$ cat src/rtl/mem_bus_arbiter.sv
// Two-port memory bus arbiter: round-robin grant on ties, one transaction in flight,
// with a wait-state counter that aborts a stalled access after TIMEOUT cycles.
module mem_bus_arbiter #(
  parameter int AW      = 32,
  parameter int DW      = 32,
  parameter int TIMEOUT = 15
) (
  input  logic          clock,
  input  logic          reset,
  input  logic          req0,
  input  logic          we0,
  input  logic [AW-1:0] addr0,
  input  logic [DW-1:0] wdata0,
  output logic [DW-1:0] rdata0,
  output logic          ack0,
  input  logic          req1,
  input  logic          we1,
  input  logic [AW-1:0] addr1,
  input  logic [DW-1:0] wdata1,
  output logic [DW-1:0] rdata1,
  output logic          ack1,
  output logic          err,
  output logic          busy,
  output logic          mem_en,
  output logic          mem_we,
  output logic [AW-1:0] mem_addr,
  output logic [DW-1:0] mem_wdata,
  input  logic [DW-1:0] mem_rdata,
  input  logic          mem_ready
);

  typedef enum logic [1:0] {
    IDLE   = 2'd0,
    ACCESS = 2'd1,
    RESP   = 2'd2
  } state_t;

  localparam logic [4:0] TIMEOUT_CNT = 5'(TIMEOUT);
  localparam bit         TIMEOUT_ON  = (TIMEOUT != 0);

  state_t     state;
  state_t     state_next;
  logic       grant;
  logic       grant_next;
  logic       last_grant;
  logic [4:0] wait_cnt;
  logic [4:0] wait_cnt_inc;
  logic       timeout_hit;
  logic       start;

  assign start        = req0 || req1;
  assign wait_cnt_inc = wait_cnt + 5'd1;
  assign timeout_hit  = TIMEOUT_ON && (wait_cnt_inc == TIMEOUT_CNT);

  // On a tie the port that did not win last time gets the bus.
  assign grant_next = (req0 && req1) ? ~last_grant : req1;

  always_ff @(posedge clock or negedge reset) begin
    if (!reset) begin
      state <= IDLE;
    end else begin
      state <= state_next;
    end
  end

  always_comb begin
    state_next = state;
    case (state)
      IDLE:    if (start) state_next = ACCESS;
      ACCESS:  if (mem_ready || timeout_hit) state_next = RESP;
      RESP:    state_next = IDLE;
      default: state_next = IDLE;
    endcase
  end

  // Request operands are captured at grant so the bus stays stable even if the requester wanders.
  always_ff @(posedge clock or negedge reset) begin
    if (!reset) begin
      grant      <= 1'b0;
      last_grant <= 1'b1;
      wait_cnt   <= '0;
      mem_we     <= 1'b0;
      mem_addr   <= '0;
      mem_wdata  <= '0;
      rdata0     <= '0;
      rdata1     <= '0;
      err        <= 1'b0;
    end else begin
      case (state)
        IDLE: begin
          if (start) begin
            grant     <= grant_next;
            mem_we    <= grant_next ? we1 : we0;
            mem_addr  <= grant_next ? addr1 : addr0;
            mem_wdata <= grant_next ? wdata1 : wdata0;
            wait_cnt  <= '0;
          end
        end
        ACCESS: begin
          if (mem_ready) begin
            if (!mem_we) begin
              if (grant) rdata1 <= mem_rdata;
              else       rdata0 <= mem_rdata;
            end
            err <= 1'b0;
          end else begin
            wait_cnt <= wait_cnt_inc;
            if (timeout_hit) begin
              err <= 1'b1;
              if (grant) rdata1 <= '1;
              else       rdata0 <= '1;
            end
          end
        end
        RESP: begin
          last_grant <= grant;
        end
        default: begin
        end
      endcase
    end
  end

  assign busy   = (state != IDLE);
  assign mem_en = (state == ACCESS);
  assign ack0   = (state == RESP) && !grant;
  assign ack1   = (state == RESP) && grant;

endmodule

$ cat config.mk
export PLATFORM = sky130hd
export DESIGN_NAME = mem_bus_arbiter
export DESIGN_NICKNAME = d
export VERILOG_FILES = /design/src/rtl/mem_bus_arbiter.sv
export SDC_FILE = /design/constraint.sdc
export NUM_CORES = 1
export LEC_CHECK = 0
export ABC_AREA = 1
export CAP_MARGIN = 20
export CORE_MARGIN = 1.5
export CORE_UTILIZATION = 38
export CTS_BUF_LIST = sky130_fd_sc_hd__clkbuf_4
export DETAILED_ROUTE_END_ITERATION = 10
export PLACE_DENSITY = 0.78
export SYNTH_ARGS = -nofsm -noshare
export SYNTH_HDL_FRONTEND = slang
export SYNTH_SLANG_ARGS = --single-unit
export TNS_END_PERCENT = 5
$ cat constraint.sdc
create_clock -name clock -period 1.4 [get_ports clock]
set_input_delay 0.21 -clock clock [delete_from_list [all_inputs] [get_ports clock]]
set_output_delay 0.21 -clock clock [all_outputs]
set_load 0.05 [all_outputs]
==> results.cfg <==
[critical_path]
cpPeakStageDelay_ns = 0.47
crit_type = reg2reg
setup.worst_path.end_class = flop
slowest_stage = dfrtp_2
worstReg2RegStart = wait_cnt[0]
regToRegSetupSlack_ns = -0.37
crit_fanout = 8
reg2regPathDepth = 11
worstSetupStartpointType = flop
arrival_ns = 2.21
required_ns = 1.84
reg2reg_to = rdata1[22]
crit_chain = ha_4 -> nand2_2 -> nand2_2 -> nor2_2 -> nand3_2 -> nand2_4 -> buf_6 -> nand2_8 -> clkbuf_16 -> nand2_1 -> nand2_1

[yosys]
ys_seq_area_share_pct = 55.83
synthesis.nets = 905
synth_seq_cells = 139
yosysWarnings = 0
synthCells = 736
synth.distinct_cells = 23
synth.avg_cell_area_um2 = 8.468
synth_area_um2 = 6232

[global_route]
grt_pass1_wl_um = 34580
first_global_vias = 6609
antenna_found_initial = 1
gr-usage-all-layers_pct = 26.66
grt-ovfl-total = 0
grt_max_degree = 44

[clocking]
cts_buffers = 17
cts.sinks = 139
cts_tree = yes
clkTransAtPathRegs_ns = 0.12
cts_max_level = 4
clk_latency_ns = 0.55
cts_root_buffer = clkbuf_4
clockBufferDepth = 2

[floorplanning]
die_h_um = 131.1
die-area_um2 = 17180
coreArea_um2 = 15940
die_x_um = 131.1
fp-row-count = 46
io_pins = 301
start_util_pct = 39.09

[pwr]
pwr-share-comb_pct = 65.2
p_sw_share_pct = 46.60
pwr-share-seq_pct = 25.6
intPower_mw = 17.42
clock_power_share_pct = 9.2
switchingPower_mw = 15.20
powerDensity_nw_per_um2 = 2708
ir_drop_mv = 1.521
total_power_mw = 32.62
p_leak_nw = 5.446

[cells_and_area]
nets = 1238
final_area_um2 = 12040
multi_input_area_um2 = 2663
drive_gt1_share_pct = 31.61
fillers = 1037
seq_area_um2 = 3487
finalNonFillerCells = 1300
area_growth_pct = 93.26

[placed_design]
portBuffers = 300
gp_congestion = 0.8318
hpwl_um = 16390
place_area_um2 = 11110
dp_cells = 1245

[drt]
vias = 6742
final_antenna_net_count = 0
drcViolationCount = 0
postRouteWirelength_um = 24070
dr.pass1.iters = 6
avgRoutedWirePerCell_um = 18.52
vias_per_cell = 5.186
drtIter0Drc = 410

[sta]
setup_viol = 140
slew_viol_final = 0
tightest_slew_ns = 0.3997
fin_crit_sh_pct = 126.2
fin_worst_skew_ns = 0.01666
rsz0062_at_grt = true
finalCriticalPeriod_ns = 1.766
hold_viol = 0
slew_headroom_pct = 73.35
fmax_mhz = 566.1
postLayoutSetupSlackWorst_ns = -0.3663

[status]
status = finished with violations
violations = negative setup slack

[worst_hold_path]
hold_path_class = in2async

[job]
maxCapViolations = 0
-- power by group through the flow --
stage / clock network [mW] / logic [mW] / registers [mW]
after floorplan: 0 / 3.47 / 13.6
after global placement: 0 / 20.1 / 8.18
after detailed placement: 0 / 20.4 / 8.29
after CTS: 3.02 / 20.9 / 8.25
after global routing: 3.17 / 22.2 / 8.54
final: 2.99 / 21.3 / 8.35
-- metal layers --
metal	GRT usage, %	vias to the layer above	wire length, um
met5	0	-	0
met4	11.64	0	822
met3	8.442	72	2187
met2	46.66	348	12780
met1	29.88	3249	8278
li1	-	3073	-
-- cells by family (layout without fill, tap and decap cells) --
family	Yosys count	after routing	share of synthesized area (%)
other	0	2	0
AND/OR/NAND/NOR	391	391	27.46
buffers and inverters	65	411	5.019
AO/OA/AOI/OAI	139	139	11.28
adder cells (fa/ha/maj)	2	2	0.4015
flip-flops	139	139	55.83
-- worst max-delay path: cells and delay by family (launching register included) --
| family | cells | cell delay [ns] |
|---|---|---|
| buf+inv | 2 | 0.33 |
| simple gates | 8 | 0.66 |
| fa+ha+maj | 1 | 0.19 |
| flops | 1 | 0.47 |
-- worst max-delay path by stage --
| stage | from | end | slack [ns] | cells past startpoint |
|---|---|---|---|---|
| after floorplan | state[1] | rdata1[0] | -0.14 | 7 |
| after global placement | wait_cnt[0] | rdata0[25] | -0.21 | 10 |
| after detailed placement | wait_cnt[0] | rdata0[15] | -0.28 | 10 |
| after CTS | state[1] | busy | -0.35 | 5 |
| after global routing | wait_cnt[1] | rdata1[16] | -0.43 | 12 |
| final | wait_cnt[0] | rdata1[22] | -0.37 | 11 |
-- synthesized netlist by cell type, drive strengths merged --
cell	number	area (um2)
nand2	216	813.3
dfrtp	138	3453
o21ai	136	684.4
nor2	72	285.3
nand3	69	400.4
or2	32	200.2
buf	28	173.9
clkbuf	22	82.58
inv	15	56.30
o22ai	3	18.77
ha	2	25.02
nand4	2	12.51
dfstp	1	26.28
-- cells in the final DEF (no fill, tap or decap), types with 3 or more instances in the layout --
cell               n
o21ai_1           96
inv_2              7
clkbuf_16          3
dfrtp_1          132
nor2_1            66
nand2_2           28
clkdlybuf4s50_1  165
clkbuf_4          20
nor2_2             5
dfrtp_2            6
bufinv_16          4
buf_12           151
nand3_1           48
nand2_1          181
buf_16             5
nand2_4            5
nand3_2           21
or2_2             32
buf_4             27
clkinv_2           3
buf_6             11
o21ai_0           38
inv_1              7
-- registers in the layout, summed over array words and instances, names as in the netlist --
signal,count
mem_addr,32
mem_wdata,32
rdata0,32
rdata1,32
wait_cnt,5
state,2
err,1
grant,1
last_grant,1
mem_we,1
-- what timing repair did --
action                                  in CTS  in global routing
setup buffers                                4                  7
gates cloned                                 4                  5
hold buffers                                 1                  0
gates resized for setup                     82                 52
endpoints found under the setup margin      97                199
hold endpoints to repair                   138                  0
pin swaps                                    6                 11
-- stage by stage --
step / worst slack (ns) / util (%) / TNS, ns / hold WS [ns]
3_3_place_gp: -0.2087 / 69.66 / -21.99 / 0.1502
5_1_grt: -0.4336 / 75.53 / -42.71 / 0.1512
4_1_cts: -0.3535 / 73.54 / -20.96 / 0.1147
6_report: -0.3663 / 75.55 / -29.97 / 0.1493
2_1_floorplan: -0.1369 / - / -7.969 / -0.08559
3_5_place_dp: -0.2828 / 69.66 / -26.83 / 0.1446
-- area by class of cell --
| cell class | instances | area share (%) |
|---|---|---|
| Antenna cell | 2 | 0.04155 |
| Clock inverter | 12 | 1.423 |
| Clock buffer | 20 | 1.247 |
| Multi-Input combinational cell | 532 | 22.11 |
| Tap cell | 216 | 2.244 |
| Sequential cell | 139 | 28.95 |
| Inverter | 15 | 0.4883 |
| Timing Repair Buffer | 364 | 43.50 |
No activity file was read; power rests on OpenSTA's default activity.
